File: src/rtl/fcore_bitmanip_arbiter.sv
// Round-robin arbiter sharing one fixed-latency fCore bitmanip unit between N_REQUESTERS pipelines.
// Optional per-requester grant and conflict statistics are enabled by defining FCORE_BITMANIP_ARB_STATS_EN.
module fcore_bitmanip_arbiter #(
  parameter int N_REQUESTERS   = 4,
  parameter int PIPELINE_DEPTH = 5,
  parameter int DEST_WIDTH     = 16
) (
  input  logic                             clock,
  input  logic                             reset,
  input  logic                             enable,
  input  logic [N_REQUESTERS-1:0]          req_valid,
  output logic [N_REQUESTERS-1:0]          req_ready,
  input  logic [8*N_REQUESTERS-1:0]        req_opcode,
  input  logic [32*N_REQUESTERS-1:0]       req_a,
  input  logic [32*N_REQUESTERS-1:0]       req_b,
  input  logic [32*N_REQUESTERS-1:0]       req_c,
  input  logic [DEST_WIDTH*N_REQUESTERS-1:0] req_dest,
  output logic                             unit_valid,
  output logic [31:0]                      unit_a,
  output logic [31:0]                      unit_b,
  output logic [31:0]                      unit_c,
  output logic [31:0]                      unit_op,
  output logic [31:0]                      unit_user,
  input  logic                             unit_res_valid,
  input  logic [31:0]                      unit_res_data,
  input  logic [31:0]                      unit_res_user,
  output logic [N_REQUESTERS-1:0]          res_valid,
  output logic [31:0]                      res_data,
  output logic [DEST_WIDTH-1:0]            res_dest,
  output logic                             idle,
  output logic                             illegal_op,
  output logic                             orphan_result
`ifdef FCORE_BITMANIP_ARB_STATS_EN
  ,
  output logic [32*N_REQUESTERS-1:0]       grant_count,
  output logic [31:0]                      conflict_count
`endif
);

  localparam int PTR_W = (N_REQUESTERS > 1) ? $clog2(N_REQUESTERS) : 1;
  localparam int CNT_W = $clog2(PIPELINE_DEPTH + 2);

  logic [7:0]            opcode_arr [N_REQUESTERS];
  logic [31:0]           a_arr      [N_REQUESTERS];
  logic [31:0]           b_arr      [N_REQUESTERS];
  logic [31:0]           c_arr      [N_REQUESTERS];
  logic [DEST_WIDTH-1:0] dest_arr   [N_REQUESTERS];

  logic [PTR_W-1:0]        ptr_reg;
  logic [PTR_W-1:0]        grant_idx;
  logic [PTR_W-1:0]        cand;
  logic                    grant_found;
  logic                    sel_legal;
  logic                    issue;
  logic                    issue_valid_reg;
  logic [31:0]             unit_a_reg, unit_b_reg, unit_c_reg, unit_user_reg;
  logic [7:0]              unit_op_reg;
  logic [CNT_W-1:0]        inflight_reg;
  logic                    res_orphan;
  logic                    res_route;
  logic [N_REQUESTERS-1:0] res_hit;
  logic [N_REQUESTERS-1:0] res_valid_reg;
  logic [31:0]             res_data_reg;
  logic [DEST_WIDTH-1:0]   res_dest_reg;
  logic                    illegal_reg;
  logic                    orphan_reg;
  logic                    unused_user_bits;

  genvar gi;
  generate
    for (gi = 0; gi < N_REQUESTERS; gi++) begin : g_unpack
      assign opcode_arr[gi] = req_opcode[8*gi +: 8];
      assign a_arr[gi]      = req_a[32*gi +: 32];
      assign b_arr[gi]      = req_b[32*gi +: 32];
      assign c_arr[gi]      = req_c[32*gi +: 32];
      assign dest_arr[gi]   = req_dest[DEST_WIDTH*gi +: DEST_WIDTH];
      assign req_ready[gi]  = grant_found && (grant_idx == PTR_W'(gi));
      assign res_hit[gi]    = res_route && (unit_res_user[31:24] == 8'(gi));
    end
  endgenerate

  // First valid requester at or above the pointer, wrapping around.
  always_comb begin
    grant_found = 1'b0;
    grant_idx   = '0;
    cand        = '0;
    for (int off = 0; off < N_REQUESTERS; off++) begin
      cand = PTR_W'((int'(ptr_reg) + off) % N_REQUESTERS);
      if (enable && !grant_found && req_valid[cand]) begin
        grant_found = 1'b1;
        grant_idx   = cand;
      end
    end
  end

  assign sel_legal = (opcode_arr[grant_idx] == 8'd3) || (opcode_arr[grant_idx] == 8'd5) ||
                     (opcode_arr[grant_idx] == 8'd7);
  assign issue     = grant_found && sel_legal;

  // A result is only trusted when something is in flight and its index names a real requester.
  assign res_orphan = unit_res_valid && ((inflight_reg == '0) ||
                                         (unit_res_user[31:24] >= 8'(N_REQUESTERS)));
  assign res_route  = unit_res_valid && !res_orphan;
  assign unused_user_bits = ^unit_res_user[23:DEST_WIDTH];

  always_ff @(posedge clock) begin
    if (reset) begin
      ptr_reg         <= '0;
      issue_valid_reg <= 1'b0;
      unit_a_reg      <= '0;
      unit_b_reg      <= '0;
      unit_c_reg      <= '0;
      unit_op_reg     <= '0;
      unit_user_reg   <= '0;
      inflight_reg    <= '0;
      res_valid_reg   <= '0;
      res_data_reg    <= '0;
      res_dest_reg    <= '0;
      illegal_reg     <= 1'b0;
      orphan_reg      <= 1'b0;
    end else begin
      if (grant_found) begin
        ptr_reg <= (grant_idx == PTR_W'(N_REQUESTERS - 1)) ? '0 : grant_idx + PTR_W'(1);
      end

      issue_valid_reg <= issue;
      unit_a_reg      <= issue ? a_arr[grant_idx] : '0;
      unit_b_reg      <= issue ? b_arr[grant_idx] : '0;
      unit_c_reg      <= issue ? c_arr[grant_idx] : '0;
      unit_op_reg     <= issue ? opcode_arr[grant_idx] : '0;
      unit_user_reg   <= issue ? {8'(grant_idx), 8'h00, 16'(dest_arr[grant_idx])} : '0;

      if (grant_found && !sel_legal) illegal_reg <= 1'b1;
      if (res_orphan)                orphan_reg  <= 1'b1;

      res_valid_reg <= res_hit;
      if (res_route) begin
        res_data_reg <= unit_res_data;
        res_dest_reg <= unit_res_user[DEST_WIDTH-1:0];
      end

      case ({issue, res_route})
        2'b10:   inflight_reg <= inflight_reg + CNT_W'(1);
        2'b01:   inflight_reg <= inflight_reg - CNT_W'(1);
        default: inflight_reg <= inflight_reg;
      endcase
    end
  end

  assign unit_valid    = issue_valid_reg;
  assign unit_a        = unit_a_reg;
  assign unit_b        = unit_b_reg;
  assign unit_c        = unit_c_reg;
  assign unit_op       = {24'h0, unit_op_reg};
  assign unit_user     = unit_user_reg;
  assign res_valid     = res_valid_reg;
  assign res_data      = res_data_reg;
  assign res_dest      = res_dest_reg;
  assign idle          = (inflight_reg == '0) && !issue_valid_reg;
  assign illegal_op    = illegal_reg;
  assign orphan_result = orphan_reg;

`ifdef FCORE_BITMANIP_ARB_STATS_EN
  logic [31:0] conflict_count_reg;

  generate
    for (gi = 0; gi < N_REQUESTERS; gi++) begin : g_grant_stats
      logic [31:0] cnt_reg;
      always_ff @(posedge clock) begin
        if (reset) begin
          cnt_reg <= '0;
        end else if (issue && (grant_idx == PTR_W'(gi)) && (cnt_reg != '1)) begin
          cnt_reg <= cnt_reg + 32'd1;
        end
      end
      assign grant_count[32*gi +: 32] = cnt_reg;
    end
  endgenerate

  always_ff @(posedge clock) begin
    if (reset) begin
      conflict_count_reg <= '0;
    end else if (enable && ($countones(req_valid) >= 2) && (conflict_count_reg != '1)) begin
      conflict_count_reg <= conflict_count_reg + 32'd1;
    end
  end

  assign conflict_count = conflict_count_reg;
`endif

endmodule

File: config.mk
export PLATFORM = sky130hd
export DESIGN_NAME = fcore_bitmanip_arbiter
export DESIGN_NICKNAME = d
export VERILOG_FILES = /design/src/rtl/fcore_bitmanip_arbiter.sv
export SDC_FILE = /design/constraint.sdc
export NUM_CORES = 1
export LEC_CHECK = 0
export CORE_AREA = 5 5 294 296
export CTS_CLUSTER_SIZE = 14
export DETAILED_ROUTE_END_ITERATION = 10
export DIE_AREA = 0 0 299 301
export GPL_TIMING_DRIVEN = 0
export PLACE_DENSITY = 0.39
export SLEW_MARGIN = 20
export SYNTH_ARGS = -nofsm -noshare
export SYNTH_HDL_FRONTEND = slang
export SYNTH_SLANG_ARGS = --single-unit
File: constraint.sdc
create_clock -name clock -period 4.75 [get_ports clock]
set_clock_uncertainty 0.15 [all_clocks]
set_input_delay 0.7125 -clock clock [delete_from_list [all_inputs] [get_ports clock]]
set_output_delay 0.7125 -clock clock [all_outputs]
set_load 0.005 [all_outputs]
# Word level (Yosys, flattened, before mapping)
# Cells that the tools add are included.
# classes
n_addsub	6
n_mul	0
div	0
order_cmp	6
eq_ne	11
n_shift	0
mux	33
bitwise_logic	2
n_reduce_logical	34
# op_table
operator	n
$bmux 32 s2	3
$mux 32	6
$bmux 16 s2	1
$mux 16	2
$eq 8x2->1 const B	3
$logic_and 1x1->1	20
$bmux 8 s2	1
$eq 8x3->1 const B	2
$mux 8	2
$lt 2x3->1 const B	4
$mux 2	5
$bmux 1 s2	4
$eq 8x1->1 const B	1
$ge 8x3->1 const B	1
$logic_not 8->1	1
$mux 1	8
$eq 2x2->1 const B	3
$logic_not 1->1	6
$pmux 3 s2	1
$add 2x1->2 const B	2
$add 2x2->2 const B	2
$eq 2x1->1 const B	2
$add 3x1->3 const B	1
$ge 3x3->1 const B	1
other kinds (8)	10
# word_totals
reg_bits	196
latch_bits	0
ram_bits	0
romBits	0
out_inout_bits	220
word_cells	106
n_memories	0

# Longest topological paths before layout
# Gate-level depths: netlist (run 1).
# depth
depth_word	26
ltp_mapped	18

# Worst setup path after synthesis (run 1)
# Ideal clock, no wire load.
# synth_path
kind	input to register
start	input req_valid[3]
end	register inflight_reg[2]
setup_time_ns	0.070
arrival_ns	3.822
required_ns	4.530
slack_ns	0.707
path_stages	16
n_path_buf	3
path_cell_list	buf_2 -> and3b_1 -> nor4_4 -> or3_1 -> clkbuf_1 -> a21oi_1 -> o22ai_1 -> o22a_1 -> clkbuf_1 -> or3_1 -> ha_1 -> inv_1 -> fa_1 -> xor2_1 -> or3_1 -> a21oi_1
# synth_via
elab_chain_len	26
word_cells_on_any_way	40
# synth_lines
element	line	text
start: declaration	11	input logic [N_REQUESTERS-1:0] req_valid,
$bmux 1 s2	89	if (enable && !grant_found && req_valid[cand]) begin
$mux 1 (not written as such)	89	
$logic_and 1x1->1	89	
$mux 1	89	
$logic_not 1->1	89	
$logic_and 1x1->1 (2 in series)	89	
$mux 1	89	
$logic_not 1->1	89	
(+7 left out)	-	
$not 2->3 (not written as such)	96, 97	
$bmux 8 s2	96, 97	
$mux 8 (not written as such) (2 in series)	96, 97	
$eq 8x2->1 or $eq 8x3->1 (tied branches)	96	assign sel_legal = (opcode_arr[grant_idx] == 8'd3) || (opcode_arr[grant_idx] == 8'd5) ||
$logic_or 1x1->1 (2 in series)	96	
$logic_and 1x1->1 *	98	assign issue = grant_found && sel_legal;
$eq 2x1->1 or $eq 2x2->1 (tied branches)	142	case ({issue, res_route})
$pmux 3 s2 or $reduce_bool 2->1 (tied branches)	-	
end signal: assignment	143	2'b10: inflight_reg <= inflight_reg + CNT_W'(1);
end signal: assignment	144	2'b01: inflight_reg <= inflight_reg - CNT_W'(1);
end signal: assignment	145	default: inflight_reg <= inflight_reg;
end: declaration	58	logic [CNT_W-1:0] inflight_reg;
# Mark *: on every way between the ends. The rest lies on a longest branch, timed or not. The select of a mux whose other input is x is not followed.
# A chain may end at the register's enable or synchronous reset.

# Worst setup path in the final report (run 1)
# layout_path
start	register ptr_reg[1]
end	output req_ready[3]
# layout_via
elab_chain_len	18
word_cells_on_any_way	31
# layout_lines
element	line	text
start: declaration	49	logic [PTR_W-1:0] ptr_reg;
start signal: assignment	123	ptr_reg <= (grant_idx == PTR_W'(N_REQUESTERS - 1)) ? '0 : grant_idx + PTR_W'(1);
$bmux 1 s2	89	
$mux 1 (not written as such)	89	
$logic_and 1x1->1	89	
$mux 1	89	
$logic_not 1->1	89	
$logic_and 1x1->1 (2 in series)	89	
$mux 1	89	
$logic_not 1->1	89	
$logic_and 1x1->1 (2 in series)	89	
$mux 1	89	
$logic_not 1->1	89	
$logic_and 1x1->1 (2 in series)	89	
$mux 2 *	89	
named net grant_idx[1]	50	logic [PTR_W-1:0] grant_idx;
$eq 2x2->1 *	77	assign req_ready[gi] = grant_found && (grant_idx == PTR_W'(gi));
$logic_and 1x1->1 *	77	
end: declaration	12	output logic [N_REQUESTERS-1:0] req_ready,
# The timed path passes the listed nets; every way through them passes the cells marked *. The select of a mux whose other input is x is not followed.

==> qor.csv, run 1 <==
stage,metric,value,unit
routing,ANT nets after route,0,
run_status,outcome,"finished, final reports clean",
placement,IO buf count,723,
clock_network,Num CTS Buffers,17,
placement,placed insts,2897,
grt,GRT Total Usage,13.2,%
critical_path,nature of the critical path endpoint,output port,
layout,fin nets,2398,
sta,minimum clock period,4340,ps
routing,total wire length,62.4,mm
sta,final setup fails,0,
logic_synthesis,Yosys cell types,55,
logic_synthesis,sequential share of the synthesized area,35.8,%
grt,largest net degree at the start of global routing,22,
layout,"leading cell type in the layout, fill and taps excluded",clkdlybuf4s50_1,
clock_network,clk slew on worst S/H paths,80,ps
grt,number of global-route vias before repair,11800,
clock_network,clk root buf,clkbuf_16,
floorplan,Initial Util,12.2,%
sta,Min Hold Slack,304,ps
floorplan,Die ar.,0.0900,sq mm
logic_synthesis,Async SR Flop Fraction,0,%
logic_synthesis,Synth Instances,1052,
layout,"non-filler cells, final",2938,
grt,antenna violations before repair,8,
floorplan,FP Rows,106,
sta,Peak Freq,0.231,GHz
placement,placed cell area,0.0189,sq mm
floorplan,die width,299,um
clock_network,Worst-Skew Late Latency,470,ps
logic_synthesis,"FF+latch count, synth",182,
layout,Register Area,0.00364,sq mm
logic_synthesis,warnings from Yosys,0,
critical_path,Critical Path RT,3890,ps
placement,Placer Congestion,0.864,
logic_synthesis,Synth top area share,35.8,%
placement,HPWL Detailed,52.3,mm
clock_network,H-tree Lvls,4,
floorplan,Die Height,301,um
sta,fin crit share,91.3,%
layout,area of the multi-input gates,0.00601,sq mm
critical_path,CP Launch Type,flip-flop,
power_and_ir_drop,power density over the cells,405,mW/mm^2
sta,Final Max Tran Viols,0,
sta,Worst-Margin Slew,863,ps
sta,RSZ-0062 raised after global routing,no,
floorplan,Core Footprint,0.0833,sq mm
clock_network,CTS sink count,182,
layout,Layout Area Growth over Synthesis,93.4,%
grt,grt total ovfl,0,
critical_path,cell depth of the worst flop-to-flop path,16,
grt,global-route wire length before repair,85.4,mm
floorplan,IO Pins,772,
logic_synthesis,Synth area leader,dfxtp_1,
routing,vias per cell,3.68,
power_and_ir_drop,maximum VDD drop,0.261,mV
routing,drt drc,0,
clock_network,Clock Path Buffers,2,
layout,share of layout cells above drive strength 1,14.1,%
power_and_ir_drop,leakage power,7.67,nW
clock_network,CTS tree,built,
critical_path,critical path peak fanout,11,
critical_path,kind of critical path,reg -> out,
sta,final hold violation count,0,
routing,Initial DRC Count,373,
logic_synthesis,"Top FF cell, synth",dfxtp_1,
run,max cap viols,0,
logic_synthesis,Syn Std Cell Area,0.0102,sq mm
min_path,worst min-delay path category,reg -> reg,
sta,setup TNS,0,ps
logic_synthesis,Syn Area/Cell,9.68,sq um
routing,first drt pass iteration count,4,
min_path,hold-critical path depth,2,
layout,design area,0.0197,sq mm
critical_path,CP arrival,3470,ps
routing,vias post-DR,10800,
logic_synthesis,"top cells by area, synth","dfxtp_1, mux2i_1, mux2_2, nor3_1, nand2_1",
layout,Fill cells,9025,
routing,wire per inst,21.2,um
logic_synthesis,Post-synth EDFFs,0,
sta,headroom to the max-slew limit,41.4,%
layout,"commonest non-fill, non-tap cells in the layout","clkdlybuf4s50_1, mux2i_1, dfxtp_1",
## logic make-up (layout without fill, tap and decap cells)
kind of cell               after synthesis  count (layout)  share of synthesized area [%]
buffers and inverters                  138             897                           7.15
and+or+nand+nor                        274             274                           13.9
AOI/OAI and AO/OA                      100             100                           6.38
other                                    1              48                         0.0368
muxes                                  349             349                           35.7
adders and majority gates                6               6                          0.811
xor gates and xnor gates                 2               2                          0.172
DFF                                    182             182                           35.8
## critical path, cell delays in order, from the launching register on
cell and delay (ps):
dfxtp_1 360, buf_2 230, inv_1 110, o41ai_2 430, a21o_1 160, a31o_1 160, buf_6 190, buf_12 190
buf_8 200, ha_1 160, nor2b_1 180, clkdlybuf4s50_1 580
## routing by layer
metal  GRT usage (%)  wire length (um)  up-vias
li1                -                 -     5244
met1            14.4             23800     5069
met2            24.1             32300      445
met3            4.69              4970       53
met4            3.79              1290        2
met5               0                10        -
## layout make-up
type                       count  area share, %
inverter                      15          0.286
multi-input combinational    774           30.5
clock buffer                  17           2.16
timing repair buffer         727           37.0
tap                         1080           6.86
clock inverter                15          0.941
buffer                       123           3.69
antenna                        5         0.0636
sequential                   182           18.5
## power breakdown
part           internal, W  switching, W  total, W
combinational      0.00232       0.00253   0.00486
clock             0.000725      0.000818   0.00154
sequential         0.00156     0.0000132   0.00157
total              0.00461       0.00336   0.00797
## repair_timing
item | CTS | global route
gates resized for setup | 19 | 7
pin swaps | 2 | 0
setup buffers | 4 | 0
hold buffers | 0 | 0
endpoints found under the hold margin | 0 | 0
setup endpoints to repair | 5 | 5
## synth_stat cells (13+ instances only)
master    instances
mux2i_1         235
dfxtp_1         182
inv_1            13
nand2_1         104
nor3_2           19
nor2_1           16
a21oi_1          59
mux2_2          114
nor3_1          105
buf_4            42
clkbuf_1         44
buf_2            29
## per-stage QoR
step                setup slack, ps  total power, W  utilization (%)
floorplan                       707         0.00468                -
finish                          414         0.00797             23.6
detailed placement            -1020         0.00648             22.7
CTS                            38.4         0.00823             23.6
global route                    120         0.00852             23.6
global placement              -1280         0.00647             22.7
## final timing paths
check / endpoint / start / slack [ps]
setup / recovery: req_ready[3] / ptr_reg[1] / 410
hold / removal: res_data[12] / res_data[12] / 300
setup reg to reg: inflight_reg[2] / ptr_reg[1] / 520
hold reg to reg: res_data[12] / res_data[12] / 300
Note: power is estimated with default switching activity, not from simulation.
==> run 2: changes to the inputs <==
--- a/config.mk
+++ b/config.mk
@@ -11,7 +11,6 @@
 export DIE_AREA = 0 0 299 301
 export GPL_TIMING_DRIVEN = 0
 export PLACE_DENSITY = 0.39
-export SLEW_MARGIN = 20
 export SYNTH_ARGS = -nofsm -noshare
 export SYNTH_HDL_FRONTEND = slang
 export SYNTH_SLANG_ARGS = --single-unit
==> run 2 against run 1 <==
Wire length is 0.46% lower. Core utilization hardly changed. Setup slack worse by 230 ps. Die area stayed put. Clock-buffer cell count stayed put. Combinational power hardly changed. Maximum frequency is 5.1% lower. Sequential cell count stayed put. Total power is 0.19% lower. Final cell count is 0.10% lower. Global-route usage is 0.098 points lower. Sequential power hardly changed.
==> qor.csv, run 2 (same netlist as run 1, synthesis figures left out) <==
stage,metric,value,unit
critical_path,critical path peak fanout,10,
run,max cap viols,0,
layout,area of the multi-input gates,0.00601,sq mm
routing,vias per cell,3.67,
clock_network,Worst-Skew Late Latency,480,ps
routing,total wire length,62.1,mm
routing,ANT nets after route,0,
power_and_ir_drop,NetSw,0.00337,W
sta,RSZ-0062 raised after global routing,no,
critical_path,CP Launch Type,primary input,
power_and_ir_drop,Int Power,0.00459,W
power_and_ir_drop,power density over the cells,405,mW/mm^2
sta,"crit path setup slack, layout",181,ps
sta,Worst-Margin Slew,1340,ps
power_and_ir_drop,Flop pwr share,19.7,%
critical_path,worst r2r src,ptr_reg[0],
run_status,outcome,"finished, final reports clean",
layout,fin nets,2396,
grt,grt total ovfl,0,
routing,first drt pass iteration count,4,
critical_path,Critical Path RT,4940,ps
critical_path,critical-path cell list,clkdlybuf4s50_1 -> and4b_1 -> a311o_2 -> a21oi_4 -> nor2_4 -> inv_4 -> buf_2 -> buf_2 -> mux2i_1 -> mux2_2 -> nor3_2,
placement,IO buf count,723,
critical_path,worst path bufs/invs,4,
sta,headroom to the max-slew limit,8.14,%
power_and_ir_drop,Sw Ratio,42.3,%
critical_path,"Largest delay share family, worst path",buffers and inverters,
critical_path,nature of the critical path endpoint,flip-flop,
min_path,HP Start,res_data[26],
clock_network,hold_buf cts,0,
critical_path,reg2reg end,unit_a[26],
clock_network,H-tree Lvls,4,
clock_network,Num CTS Buffers,17,
clock_network,clk slew on worst S/H paths,80,ps
critical_path,R2R Setup Slk,390,ps
floorplan,die width,299,um
floorplan,Initial Util,12.2,%
placement,Place WS,-1330,ps
sta,final hold violation count,0,
critical_path,delay of the slowest cell on the worst path,1120,ps
clock_network,clk root buf,clkbuf_16,
grt,number of global-route vias before repair,11700,
layout,"leading cell type in the layout, fill and taps excluded",clkdlybuf4s50_1,
layout,Layout Area Growth over Synthesis,93.1,%
clock_network,CTS sink count,182,
critical_path,CP arrival,4760,ps
layout,Fill cells,9040,
sta,Min Hold Slack,307,ps
routing,Initial DRC Count,357,
sta,fin crit share,96.2,%
layout,Register Area,0.00364,sq mm
critical_path,kind of critical path,in -> reg,
floorplan,IO Pins,772,
routing,wire per inst,21.2,um
critical_path,Critical Path Most Common Cell,buf_2,
grt,antenna violations before repair,5,
power_and_ir_drop,Comb power frac,60.8,%
power_and_ir_drop,maximum VDD drop,0.266,mV
sta,Peak Freq,0.219,GHz
power_and_ir_drop,leakage power,7.64,nW
power_and_ir_drop,clock group share of total power,19.4,%
grt,global-route wire length before repair,85.2,mm
grt,largest net degree at the start of global routing,22,
placement,Placer Congestion,0.864,
sta,final setup fails,0,
layout,"commonest non-fill, non-tap cells in the layout","clkdlybuf4s50_1, mux2i_1, dfxtp_1",
routing,drt drc,0,
clock_network,Clock Path Buffers,2,
sta,minimum clock period,4570,ps
placement,HPWL Detailed,52.2,mm
min_path,worst min-delay path category,reg -> reg,
critical_path,cell depth of the worst flop-to-flop path,12,
clock_network,CTS tree,built,
routing,vias post-DR,10800,
min_path,Hold Path Sink,res_data[26],
floorplan,Die ar.,0.0900,sq mm
sta,Final Max Tran Viols,0,
floorplan,FP Rows,106,
layout,share of layout cells above drive strength 1,14.1,%
floorplan,Core Footprint,0.0833,sq mm
grt,GRT Total Usage,13.1,%
critical_path,worst-path cell with the longest stage delay,mux2i_1,
floorplan,Die Height,301,um
min_path,hold-critical path depth,2,
-- run 2: worst max path at each step --
stage	endpoint	cells past startpoint	from	slack, ps
CTS	req_ready[2]	11	req_valid[2]	10
global placement	req_ready[3]	11	req_valid[2]	-1280
finish	unit_a[26]	11	req_valid[2]	180
floorplan	inflight_reg[2]	16	req_valid[3]	710
global route	req_ready[3]	10	req_valid[2]	20
detailed placement	req_ready[3]	11	req_valid[2]	-1330
-- run 2: per-layer routing --
metal	global-route usage (%)	wire length [um]
met5	0	13
met4	4.13	1440
met3	4.28	4590
met2	24.1	32300
met1	14.3	23800
-- run 2: layout make-up --
class / count / share of cell area, %
antenna: 4 / 0.0509
buffer: 122 / 3.60
clock buffer: 17 / 2.16
clock inverter: 15 / 0.999
inverter: 15 / 0.299
multi-input combinational: 774 / 30.6
sequential: 182 / 18.5
tap: 1080 / 6.87
timing repair buffer: 726 / 36.9
-- run 2: worst register-to-register path, stage by stage, from the launching register on --
cell and delay, ps:
dfxtp_1 320, buf_4 170, buf_4 200, mux2i_1 390, o22ai_4 190, a21oi_4 220, nor2_4 90, inv_4 130
buf_2 400, buf_2 440, mux2i_1 1120, mux2_2 360, nor3_2 40
-- run 2: power by group through the flow --
| stage | clock network, W | registers (W) | logic, W |
|---|---|---|---|
| 6_report | 0.00155 | 0.00157 | 0.00484 |
| 5_1_grt | 0.00168 | 0.00157 | 0.00523 |
| 3_3_place_gp | 0 | 0.00161 | 0.00486 |
| 4_1_cts | 0.00165 | 0.00157 | 0.00496 |
| 3_5_place_dp | 0 | 0.00161 | 0.00487 |
| 2_1_floorplan | 0 | 0.00161 | 0.00308 |
-- run 2: what timing repair did --
action,4_1_cts,5_1_grt
pin swaps,2,0
setup buffers,3,0
resized for setup,16,11
setup endpoints to repair,7,6
hold endpoints to repair,0,0
-- run 2: stage by stage --
step                instances  utilization, %  setup TNS (ps)  power, W  area (sq um)
global placement         2897            22.7          -31310   0.00647         18900
floorplan                1094               -               0   0.00468         10300
CTS                      2931            23.6               0   0.00818         19600
finish                   2935            23.6               0   0.00796         19700
global route             2933            23.6               0   0.00848         19700
detailed placement       2897            22.7          -32810   0.00648         18900
==> run 3: changes to the inputs <==
--- a/config.mk
+++ b/config.mk
@@ -11,6 +11,7 @@
 export DIE_AREA = 0 0 299 301
 export GPL_TIMING_DRIVEN = 0
 export PLACE_DENSITY = 0.39
+export SETUP_SLACK_MARGIN = 0.05
 export SYNTH_ARGS = -nofsm -noshare
 export SYNTH_HDL_FRONTEND = slang
 export SYNTH_SLANG_ARGS = --single-unit
==> run 3 against run 2 <==
Hold slack about the same. Final cell count unchanged. Wire length increased by 0.50%. Core utilization about the same. Global-route usage increased by 0.076 points.
==> qor.csv, run 3 (same netlist as run 1, synthesis figures left out) <==
stage,metric,value,unit
clock_network,hold_buf cts,0,
clock_network,Num CTS Buffers,17,
routing,Highest Signal Layer,met5,
power_and_ir_drop,maximum VDD drop,0.268,mV
run_status,outcome,"finished, final reports clean",
routing,ANT nets after route,0,
layout,Register Area,0.00364,sq mm
floorplan,FP Rows,106,
floorplan,Core Footprint,0.0833,sq mm
floorplan,Die ar.,0.0900,sq mm
layout,area of the multi-input gates,0.00601,sq mm
routing,Initial DRC Count,347,
power_and_ir_drop,leakage power,7.66,nW
placement,IO buf count,723,
sta,minimum clock period,4380,ps
clock_network,clk slew on worst S/H paths,80,ps
floorplan,Die Height,301,um
routing,WL met1,24.0,mm
sta,final setup fails,0,
critical_path,critical path peak fanout,10,
grt,global-route wire length before repair,85.7,mm
floorplan,IO Pins,772,
grt,antenna violations before repair,5,
sta,Peak Freq,0.228,GHz
routing,total wire length,62.4,mm
routing,first drt pass iteration count,4,
clock_network,Clock Path Buffers,2,
clock_network,CTS sink count,182,
routing,met2 WL,32.4,mm
sta,final hold violation count,0,
run,max cap viols,0,
clock_network,H-tree Lvls,4,
sta,fin crit share,92.3,%
grt,largest net degree at the start of global routing,22,
critical_path,CP arrival,4580,ps
clock_network,Worst-Skew Late Latency,480,ps
grt,number of global-route vias before repair,11800,
min_path,hold-critical path depth,2,
sta,Worst-Margin Slew,1350,ps
layout,share of layout cells above drive strength 1,14.1,%
placement,placed cell area,0.0189,sq mm
routing,WL met3,4.59,mm
layout,"commonest non-fill, non-tap cells in the layout","clkdlybuf4s50_1, mux2i_1, dfxtp_1",
critical_path,CP Launch Type,flip-flop,
grt,GRT Total Usage,13.2,%
placement,Placer Congestion,0.864,
layout,Layout Area Growth over Synthesis,93.3,%
routing,vias per cell,3.66,
placement,placed insts,2897,
critical_path,cell depth of the worst flop-to-flop path,12,
critical_path,Critical Path RT,4950,ps
sta,RSZ-0062 raised after global routing,no,
placement,Place WS,-1330,ps
floorplan,die width,299,um
clock_network,clk root buf,clkbuf_16,
routing,drt drc,0,
floorplan,Initial Util,12.2,%
critical_path,kind of critical path,reg -> reg,
grt,grt total ovfl,0,
placement,HPWL Detailed,52.2,mm
layout,design area,0.0197,sq mm
sta,headroom to the max-slew limit,7.43,%
layout,Fill cells,9039,
layout,"leading cell type in the layout, fill and taps excluded",clkdlybuf4s50_1,
layout,"non-filler cells, final",2935,
clock_network,CTS tree,built,
critical_path,nature of the critical path endpoint,flip-flop,
power_and_ir_drop,power density over the cells,406,mW/mm^2
routing,wire per inst,21.3,um
sta,Final Max Tran Viols,0,
layout,fin nets,2397,
routing,vias post-DR,10800,
min_path,worst min-delay path category,reg -> reg,
sta,"crit path setup slack, layout",366,ps
## run 3: cell types whose count changed in the layout (fill, tap and decap cells not counted), sizes merged
cell,before,now
diode,4,3
buf,81,82
dlymetal6s2s,0,2
clkdlybuf4s50,722,720
## run 3: per-stage QoR
| step | power, W | TNS (ps) | hold WS (ps) | utilization (%) |
|---|---|---|---|---|
| 2_1_floorplan | 0.00468 | 0 | 303 | - |
| 3_3_place_gp | 0.00647 | -31310 | 294 | 22.7 |
| 3_5_place_dp | 0.00648 | -32810 | 296 | 22.7 |
| 4_1_cts | 0.00823 | 0 | 310 | 23.6 |
| 5_1_grt | 0.00852 | 0 | 325 | 23.6 |
| 6_report | 0.00799 | 0 | 307 | 23.6 |
## run 3: routing by layer
layer,up-vias,global-route usage [%]
li1,5250,-
met1,5016,14.4
met4,2,4.13
met2,428,24.2
met5,-,0
met3,54,4.28
## run 3: worst paths after layout
path / from / to / slack (ps)
max reg2reg: ptr_reg[0] / unit_a[26] / 370
min reg2reg: res_data[26] / res_data[26] / 310
min: res_data[26] / res_data[26] / 310
max: ptr_reg[0] / unit_a[26] / 370
## run 3: worst max-delay path, stage by stage (launching register included)
cell and delay (ps):
dfxtp_1 320, buf_4 170, buf_4 200, mux2i_1 390, o22ai_4 190, a21oi_4 200
nor2_2 110, inv_4 130, buf_2 400, buf_2 450, mux2i_1 1130, mux2_2 340
nor3_2 40
## run 3: area by class of cell
| type | count | share of cell area (%) |
|---|---|---|
| Tap cell | 1080 | 6.87 |
| Timing Repair Buffer | 726 | 36.9 |
| Buffer | 123 | 3.71 |
| Sequential cell | 182 | 18.5 |
| Antenna cell | 3 | 0.0381 |
| Clock inverter | 15 | 0.998 |
| Clock buffer | 17 | 2.16 |
| Inverter | 15 | 0.299 |
| Multi-Input combinational cell | 774 | 30.5 |
## run 3: repair_timing
| action | 4_1_cts | 5_1_grt |
|---|---|---|
| resized for setup | 27 | 8 |
| endpoints found under the hold margin | 0 | 0 |
| setup endpoints to repair | 7 | 6 |
| setup buffers | 3 | 0 |
| cloned | 0 | 0 |
| pin swaps | 2 | 0 |
## run 3: power breakdown
| part | switching [W] | total, W | internal (W) |
|---|---|---|---|
| clock | 0.000823 | 0.00155 | 0.000724 |
| sequential | 0.0000138 | 0.00157 | 0.00156 |
| combinational | 0.00255 | 0.00487 | 0.00232 |
| total | 0.00339 | 0.00799 | 0.00460 |
